[src/rtl/torus_client_bp_pkg.sv]
// Shared types for the torus endpoint client: message layout used on switch ports and in FIFOs.
// Latency: n/a (types and constants only).
// Backpressure: n/a.
package torus_client_bp_pkg;

  localparam int PKG_X_W = 2;
  localparam int PKG_Y_W = 2;
  localparam int PKG_D_W = 32;
  localparam int MSG_W   = PKG_X_W + PKG_Y_W + PKG_D_W;

  // One packet as it travels through the switch local port and the client FIFOs.
  typedef struct packed {
    logic [PKG_X_W-1:0] x;
    logic [PKG_Y_W-1:0] y;
    logic [PKG_D_W-1:0] data;
  } torus_msg_t;

  // Destination compare used by the ejection-side address check.
  function automatic logic addr_mismatch(input logic [PKG_X_W-1:0] ox,
                                         input logic [PKG_Y_W-1:0] oy,
                                         input logic [PKG_X_W-1:0] my_x,
                                         input logic [PKG_Y_W-1:0] my_y);
    return (ox != my_x) || (oy != my_y);
  endfunction

endpackage

[src/rtl/torus_client_bp_sync_fifo.sv]
// Generic synchronous FIFO with extra-bit pointers to tell full from empty.
// Latency: write visible at dout one cycle after push when empty (no bypass).
// Backpressure: push ignored while full, pop ignored while empty.
module sync_fifo #(
  parameter int D_W   = 8,
  parameter int DEPTH = 4
) (
  input  logic                     clk,
  input  logic                     rst,
  input  logic                     push,
  input  logic [D_W-1:0]           din,
  input  logic                     pop,
  output logic [D_W-1:0]           dout,
  output logic                     full,
  output logic                     empty,
  output logic [$clog2(DEPTH):0]   count
);

  localparam int AW = $clog2(DEPTH);

  logic [D_W-1:0] mem_q [DEPTH];
  logic [AW:0]    wr_ptr_q, wr_ptr_d;
  logic [AW:0]    rd_ptr_q, rd_ptr_d;
  logic           do_push, do_pop;

  assign empty = (wr_ptr_q == rd_ptr_q);
  assign full  = (wr_ptr_q[AW] != rd_ptr_q[AW]) &&
                 (wr_ptr_q[AW-1:0] == rd_ptr_q[AW-1:0]);
  assign count = wr_ptr_q - rd_ptr_q;
  assign dout  = mem_q[rd_ptr_q[AW-1:0]];

  // Next-pointer computation; illegal push/pop are masked here so callers may be sloppy.
  always_comb begin
    do_push  = push & ~full;
    do_pop   = pop & ~empty;
    wr_ptr_d = wr_ptr_q + {{AW{1'b0}}, do_push};
    rd_ptr_d = rd_ptr_q + {{AW{1'b0}}, do_pop};
  end

  // Pointer registers.
  always_ff @(posedge clk or posedge rst) begin
    if (rst) begin
      wr_ptr_q <= '0;
      rd_ptr_q <= '0;
    end else begin
      wr_ptr_q <= wr_ptr_d;
      rd_ptr_q <= rd_ptr_d;
    end
  end

  // Storage write; contents need no reset since empty gates every read.
  always_ff @(posedge clk) begin
    if (do_push) mem_q[wr_ptr_q[AW-1:0]] <= din;
  end

endmodule

[src/rtl/torus_client_bp.sv]
// Hoplite torus endpoint client: TX FIFO feeding the switch inject port, RX FIFO draining the eject port.
// Latency: tx push -> i_v one cycle later; o_v accept -> rx_v one cycle later.
// Backpressure: tx_rdy from TX fullness; client_b from registered RX fullness (drops + rx_ovf if ignored).
module torus_client_bp
  import torus_client_bp_pkg::*;
#(
  parameter int X_W      = PKG_X_W,
  parameter int Y_W      = PKG_Y_W,
  parameter int D_W      = PKG_D_W,
  parameter int VC_W     = 1,
  parameter int X        = 0,
  parameter int Y        = 0,
  parameter int TX_DEPTH = 4,
  parameter int RX_DEPTH = 4,
  parameter int CNT_W    = 16
) (
  input  logic             clk,
  input  logic             rst,
  input  logic             tx_v,
  input  logic [X_W-1:0]   tx_x,
  input  logic [Y_W-1:0]   tx_y,
  input  logic [D_W-1:0]   tx_data,
  output logic             tx_rdy,
  output logic             i_v,
  output logic [X_W-1:0]   i_x,
  output logic [Y_W-1:0]   i_y,
  output logic [D_W-1:0]   i_data,
  input  logic             i_ack,
  input  logic             o_v,
  input  logic [X_W-1:0]   o_x,
  input  logic [Y_W-1:0]   o_y,
  input  logic [D_W-1:0]   o_data,
  output logic [VC_W-1:0]  client_b,
  output logic             rx_v,
  output logic [X_W-1:0]   rx_x,
  output logic [Y_W-1:0]   rx_y,
  output logic [D_W-1:0]   rx_data,
  input  logic             rx_rdy,
  output logic [CNT_W-1:0] sent_cnt,
  output logic [CNT_W-1:0] recv_cnt,
  output logic             misroute,
  output logic             rx_ovf,
  output logic             done
);

  torus_msg_t tx_in, tx_head, rx_in, rx_head;
  logic       tx_full, tx_empty, tx_push, tx_pop;
  logic       rx_full, rx_empty, rx_accept, rx_pop;
  logic [$clog2(TX_DEPTH):0] tx_count_unused;
  logic [$clog2(RX_DEPTH):0] rx_count_unused;

  logic [CNT_W-1:0] sent_cnt_q, sent_cnt_d;
  logic [CNT_W-1:0] recv_cnt_q, recv_cnt_d;
  logic             misroute_q, misroute_d;
  logic             rx_ovf_q, rx_ovf_d;

  // Injection side: head of TX FIFO sits on the switch port until acked.
  assign tx_in   = '{x: tx_x, y: tx_y, data: tx_data};
  assign tx_rdy  = ~tx_full;
  assign tx_push = tx_v & tx_rdy;
  assign i_v     = ~tx_empty;
  assign tx_pop  = i_v & i_ack;
  assign i_x     = tx_head.x;
  assign i_y     = tx_head.y;
  assign i_data  = tx_head.data;

  // Ejection side: client_b is a pure function of registered fullness, never of o_v.
  assign rx_in     = '{x: o_x, y: o_y, data: o_data};
  assign client_b  = {VC_W{rx_full}};
  assign rx_accept = o_v & ~rx_full;
  assign rx_v      = ~rx_empty;
  assign rx_pop    = rx_v & rx_rdy;
  assign rx_x      = rx_head.x;
  assign rx_y      = rx_head.y;
  assign rx_data   = rx_head.data;

  assign sent_cnt = sent_cnt_q;
  assign recv_cnt = recv_cnt_q;
  assign misroute = misroute_q;
  assign rx_ovf   = rx_ovf_q;
  assign done     = tx_empty & rx_empty & ~tx_v & ~o_v;

  sync_fifo #(.D_W(MSG_W), .DEPTH(TX_DEPTH)) u_tx_fifo (
    .clk   (clk),
    .rst   (rst),
    .push  (tx_push),
    .din   (tx_in),
    .pop   (tx_pop),
    .dout  (tx_head),
    .full  (tx_full),
    .empty (tx_empty),
    .count (tx_count_unused)
  );

  sync_fifo #(.D_W(MSG_W), .DEPTH(RX_DEPTH)) u_rx_fifo (
    .clk   (clk),
    .rst   (rst),
    .push  (rx_accept),
    .din   (rx_in),
    .pop   (rx_pop),
    .dout  (rx_head),
    .full  (rx_full),
    .empty (rx_empty),
    .count (rx_count_unused)
  );

  // Next-state for traffic counters (wrapping) and sticky error flags.
  always_comb begin
    sent_cnt_d = sent_cnt_q + {{(CNT_W-1){1'b0}}, tx_pop};
    recv_cnt_d = recv_cnt_q + {{(CNT_W-1){1'b0}}, rx_accept};
    misroute_d = misroute_q |
                 (rx_accept & addr_mismatch(o_x, o_y, X_W'(X), Y_W'(Y)));
    rx_ovf_d   = rx_ovf_q | (o_v & rx_full);
  end

  // Status registers.
  always_ff @(posedge clk or posedge rst) begin
    if (rst) begin
      sent_cnt_q <= '0;
      recv_cnt_q <= '0;
      misroute_q <= 1'b0;
      rx_ovf_q   <= 1'b0;
    end else begin
      sent_cnt_q <= sent_cnt_d;
      recv_cnt_q <= recv_cnt_d;
      misroute_q <= misroute_d;
      rx_ovf_q   <= rx_ovf_d;
    end
  end

endmodule
[config.mk]
export PLATFORM = sky130hd
export DESIGN_NAME = torus_client_bp
export DESIGN_NICKNAME = d
export VERILOG_FILES = /design/src/rtl/torus_client_bp_pkg.sv /design/src/rtl/torus_client_bp_sync_fifo.sv /design/src/rtl/torus_client_bp.sv
export SDC_FILE = /design/constraint.sdc
export NUM_CORES = 1
export LEC_CHECK = 0
export BUFFER_PORTS_ARGS = -buffer_cell sky130_fd_sc_hd__buf_2
export CAP_MARGIN = 20
export CORE_ASPECT_RATIO = 0.7
export CORE_UTILIZATION = 40
export CTS_BUF_LIST = sky130_fd_sc_hd__clkbuf_4 sky130_fd_sc_hd__clkbuf_8 sky130_fd_sc_hd__clkbuf_16
export CTS_CLUSTER_SIZE = 28
export DETAILED_ROUTE_END_ITERATION = 10
export MAX_ROUTING_LAYER = met4
export PLACE_DENSITY = 0.57
export SLEW_MARGIN = 20
export SYNTH_ARGS = -nofsm -noshare
export SYNTH_HDL_FRONTEND = slang
export SYNTH_SLANG_ARGS = --single-unit
[constraint.sdc]
create_clock -name clk -period 7.1 [get_ports clk]
set_input_delay 1.065 -clock clk [delete_from_list [all_inputs] [get_ports clk]]
set_output_delay 1.065 -clock clk [all_outputs]
set_load 0.1 [all_outputs]
Word-level counts from Yosys, hierarchy flattened
Memory sizes are Yosys's and may differ from the RTL's.
Cells that the tools add are included.
- add/subtract/negate cells: 6
- equal/unequal tests: 6
- muxes and demuxes: 4
- bitwise logic cells: 21
- reduce and logical (&&, ||, !) cells: 5
- operators with widths (kind ; count):
    $add 16x1->16 ; 2
    $and 1x1->1 ; 13
    $add 3x1->3 ; 4
    $eq 3x3->1 ; 2
    $not 1->1 ; 6
    $eq 2x2->1 ; 2
    $mux 1 ; 4
    $reduce_bool 2->1 ; 2
    $logic_and 1x1->1 ; 2
    $ne 1x1->1 ; 2
    $or 1x1->1 ; 2
    $logic_or 1x1->1 ; 1
- flip-flop bits (word level): 46
- RAM bits: 288
- input port bits: 78
- output and inout port bits: 111
- word-level logic and storage cells: 52
- memories: 2
- memory list (memory ; words ; width ; read ports ; clocked after Yosys merged registers in ; write ports ; line ; RTL):
    u_rx_fifo.mem_q ; 4 ; 36 ; 1 ; 0 ; 1 ; torus_client_bp_sync_fifo.sv:21 ; logic [D_W-1:0] mem_q [DEPTH];
    u_tx_fifo.mem_q ; 4 ; 36 ; 1 ; 0 ; 1 ; torus_client_bp_sync_fifo.sv:21 ;

Logic depth before layout (Yosys ltp)
- word-level depth: 7
- depth in mapped cells: 9
- mapped depth without buffers: 8

Hierarchy
From an unflattened synthesis, not the netlist that was laid out.
- cells, all modules: 578
- area total of the unflattened synthesis: 12864.8 um^2
- modules (own cells, without submodules) (module ; times used ; cells each ; area an instance (um^2) ; seq. area each (um^2)):
    sync_fifo ; 2 ; 224 ; 5639.2 ; 4474.3
    torus_client_bp ; 1 ; 130 ; 1586.5 ; 850.8

Least setup slack after synthesis
No wires, ideal clock.
- kind: input port to flip-flop
- start: input port tx_v
- end: memory u_tx_fifo.mem_q[1][0] (netlist bit), enable pin
- setup time: 0.482 ns
- arrival: 3.901 ns
- data required time: 6.618 ns
- path slack: 2.718 ns
- stages: 2
- path buffers: 0
- cell sequence: o31ai_1 -> nor3b_1
- longest elaborated chain between the ends: 4
- RTL lines (item ; line ; RTL):
    start, declared ; torus_client_bp.sv:19 ; input logic tx_v,
    $and 1x1->1 ; torus_client_bp.sv:60 ; assign tx_push = tx_v & tx_rdy;
    $and 1x1->1 ; torus_client_bp_sync_fifo.sv:34 ; do_push = push & ~full;
    $mux 1 ; torus_client_bp_sync_fifo.sv:53 ; if (do_push) mem_q[wr_ptr_q[AW-1:0]] <= din;
    $mux 1 (not written as such) ; torus_client_bp_sync_fifo.sv:53 ;
    end, declared ; torus_client_bp_sync_fifo.sv:21 ;
Every way passes these cells.

Worst setup path in the final report
- start: register u_tx_fifo.rd_ptr_q[1]
- end: output port done
- longest elaborated chain between the ends: 4
- RTL lines (item ; line ; RTL):
    start, declared ; torus_client_bp_sync_fifo.sv:23 ; logic [AW:0] rd_ptr_q, rd_ptr_d;
    start signal, assigned ; torus_client_bp_sync_fifo.sv:47 ; rd_ptr_q <= rd_ptr_d;
    $eq 3x3->1 ; torus_client_bp_sync_fifo.sv:26 ; assign empty = (wr_ptr_q == rd_ptr_q);
    $and 1x1->1 (3 in series) ; torus_client_bp.sv:81 ; assign done = tx_empty & rx_empty & ~tx_v & ~o_v;
    end, declared ; torus_client_bp.sv:43 ; output logic done
Every way passes these cells.

==> metrics.cfg <==
[logic_synthesis]
syn_area_um2=12500
seq_area_frac_synth_pct=78.3
synthTopCellsByArea=edfxtp_1, mux4_2, dfrtp_1
ys_ff_latch=334
synth_fp_nets=646
yosysUniqueCellTypes=27
synth_area_per_cell_um2=22.6
yosysWarnings=0
synth.largest_area_cell=edfxtp_1
synth_top_area_share_pct=69.1
synth_cells=554

[floorplan]
dieArea_um2=32000
die_w_um=213
start_util_pct=41.2
num_rows=53
die_h_um=150
core_um2=30400
pin_count=189

[placed_design]
dpl.hpwl_mm=15.2
gp_congestion=0.881
place.port_buffers=188

[worst_setup_path]
crit_buf_inv=1
critPathMaxStageDelay_ns=1.02
critPathKind=reg2out
cp_cell_sequence=xor2_1 -> or3b_4 -> nor4_4 -> buf_2
path_delay_family=flip-flops
worstPathMaxFanout=38
cp-end-kind=primary output
cpMaxStageDelayCell=dfrtp_2
worstPathRequired_ns=6.03
critical_path_arrival_ns=2.94
cp-start-kind=register

[sta]
tightest_slew_ns=1.03
max_clock_freq_mhz=250
finalCriticalPeriod_ns=4.00
final_max_slew_viol_count=0
setup_viol=0
setup_tns_ns=0
skew_ns=0.00948
rsz0062_at_grt=no
max-slew-margin-rel_pct=31.5
period_share_pct=56.4
final-hold-violation-count=0

[cells_and_area]
drive_gt1_share_pct=42.3
layout_common_cells=edfxtp_1, buf_2, mux4_2
mostFrequentLayoutCell=edfxtp_1
syn2layout_area_growth_pct=19.9
nets=861
final_core_utilization_pct=49.4

[global_route]
grt_use_met1_pct=20.4
grtUsageTotal_pct=15.9
grt_overflow=0
busiest_layer=met2
grt_pass1_vias=6569
grtUsageMet2_pct=25.3
grt_start_max_net_pins=47
antenna_found_initial=3
met3_usage_pct=4.30
grt_pass1_wl_mm=37.2

[clock_tree]
ctsHoldBuffers=0
cts_setup_buffers=0
cts_tree=built
clk_pin_slew_worst_paths_ns=0.06
htreeDepth=1
clock_sinks=334
cts_resized=0
cts-root-buf=clkbuf_16
clockBufferDepth=3
clk-insertion-delay-late_ns=0.55
cts_buffers=31

[route]
vias=6040
drc=0
avgRoutedWirePerCell_um=20.0
wirelength_mm=24.2
via_per_inst=5.00
drt-initial-drc-count=283
ant_nets=0
dr.pass1.iters=5

[hold_path]
hold_class=reg2reg

[status]
status=finished, final reports clean

[flow_run]
max-cap-violations=0

[area by class of cell]
| type | instances | area [um2] |
|---|---|---|
| Clock buffer | 37 | 833 |
| Antenna cell | 4 | 10.0 |
| Clock inverter | 19 | 173 |
| Tap cell | 412 | 515 |
| Inverter | 8 | 30.0 |
| Fill cell | 2552 | 15400 |
| Timing Repair Buffer | 198 | 1020 |
| Multi-Input combinational cell | 196 | 2620 |
| Sequential cell | 334 | 9800 |
[flip-flops by register name (all words and copies together) (netlist names)]
signal              flops
u_rx_fifo.wr_ptr_q      3
misroute                1
u_tx_fifo.rd_ptr_q      3
sent_cnt               16
u_tx_fifo.mem_q       144
recv_cnt               16
u_rx_fifo.mem_q       144
u_tx_fifo.wr_ptr_q      3
u_rx_fifo.rd_ptr_q      3
rx_ovf                  1
[path summary, 6_finish.rpt]
path                                                  from                               to  slack, ns  depth (start not counted)
max in group asynchronous                              rst  u_tx_fifo.rd_ptr_q[1]$_DFF_PP0_       5.71                          2
min in group asynchronous                              rst            recv_cnt[3]$_DFF_PP0_       0.72                          2
max reg2reg                u_rx_fifo.rd_ptr_q[1]$_DFF_PP0_            recv_cnt[8]$_DFF_PP0_       3.91                          8
max                        u_tx_fifo.rd_ptr_q[1]$_DFF_PP0_                             done       3.10                          4
min reg2reg                               rx_ovf$_DFF_PP0_                 rx_ovf$_DFF_PP0_       0.45                          1
min                                       rx_ovf$_DFF_PP0_                 rx_ovf$_DFF_PP0_       0.45                          1
[stage by stage]
stage,std cells,cell area [um2],setup WS (ns),hold WS (ns)
global route,1207,15000,2.88,0.479
global placement,1148,14000,3.65,0.450
floorplan,554,12500,2.72,0.459
finish,1208,15000,3.10,0.452
CTS,1204,15000,3.02,0.457
detailed placement,1148,14000,3.63,0.441
[synth_stat cells]
library cell  count
ha_1             14
mux4_1            3
nor4_1           10
xor2_1           27
edfxtp_1        288
clkbuf_1          6
dfrtp_1          46
buf_4             7
nor3_1           10
nor3b_1           4
inv_1             8
a21o_1            1
o21bai_1          1
nor2_1            8
o31ai_1           1
nor4_4            1
nand4_1          10
buf_6             3
o31ai_2           1
nand3_1          11
xnor2_1          10
xor2_2            1
or3b_4            2
mux4_2           69
or3_1             1
and2_1            2
nand2_1           9
[layer usage]
metal  vias up  share of wire (%)
met5         -                  0
met3        41                5.9
met2       143                 49
li1       2721                  -
met1      3135                 43
met4         0                2.0
[kinds of logic (layout without fill, tap and decap cells)]
group,after synthesis,in the layout,synth area share [%]
AOI/OAI and AO/OA,4,4,0.280
xor gates and xnor gates,38,38,2.72
adders and majority gates,14,14,1.40
buffers and inverters,24,262,1.11
DFF,334,334,78.3
muxes,72,72,13.1
other,0,4,0
and+or+nand+nor,68,68,3.09
Power is not shown: default switching activity piles up to over one toggle a cycle in this logic, so the estimate is an artifact.
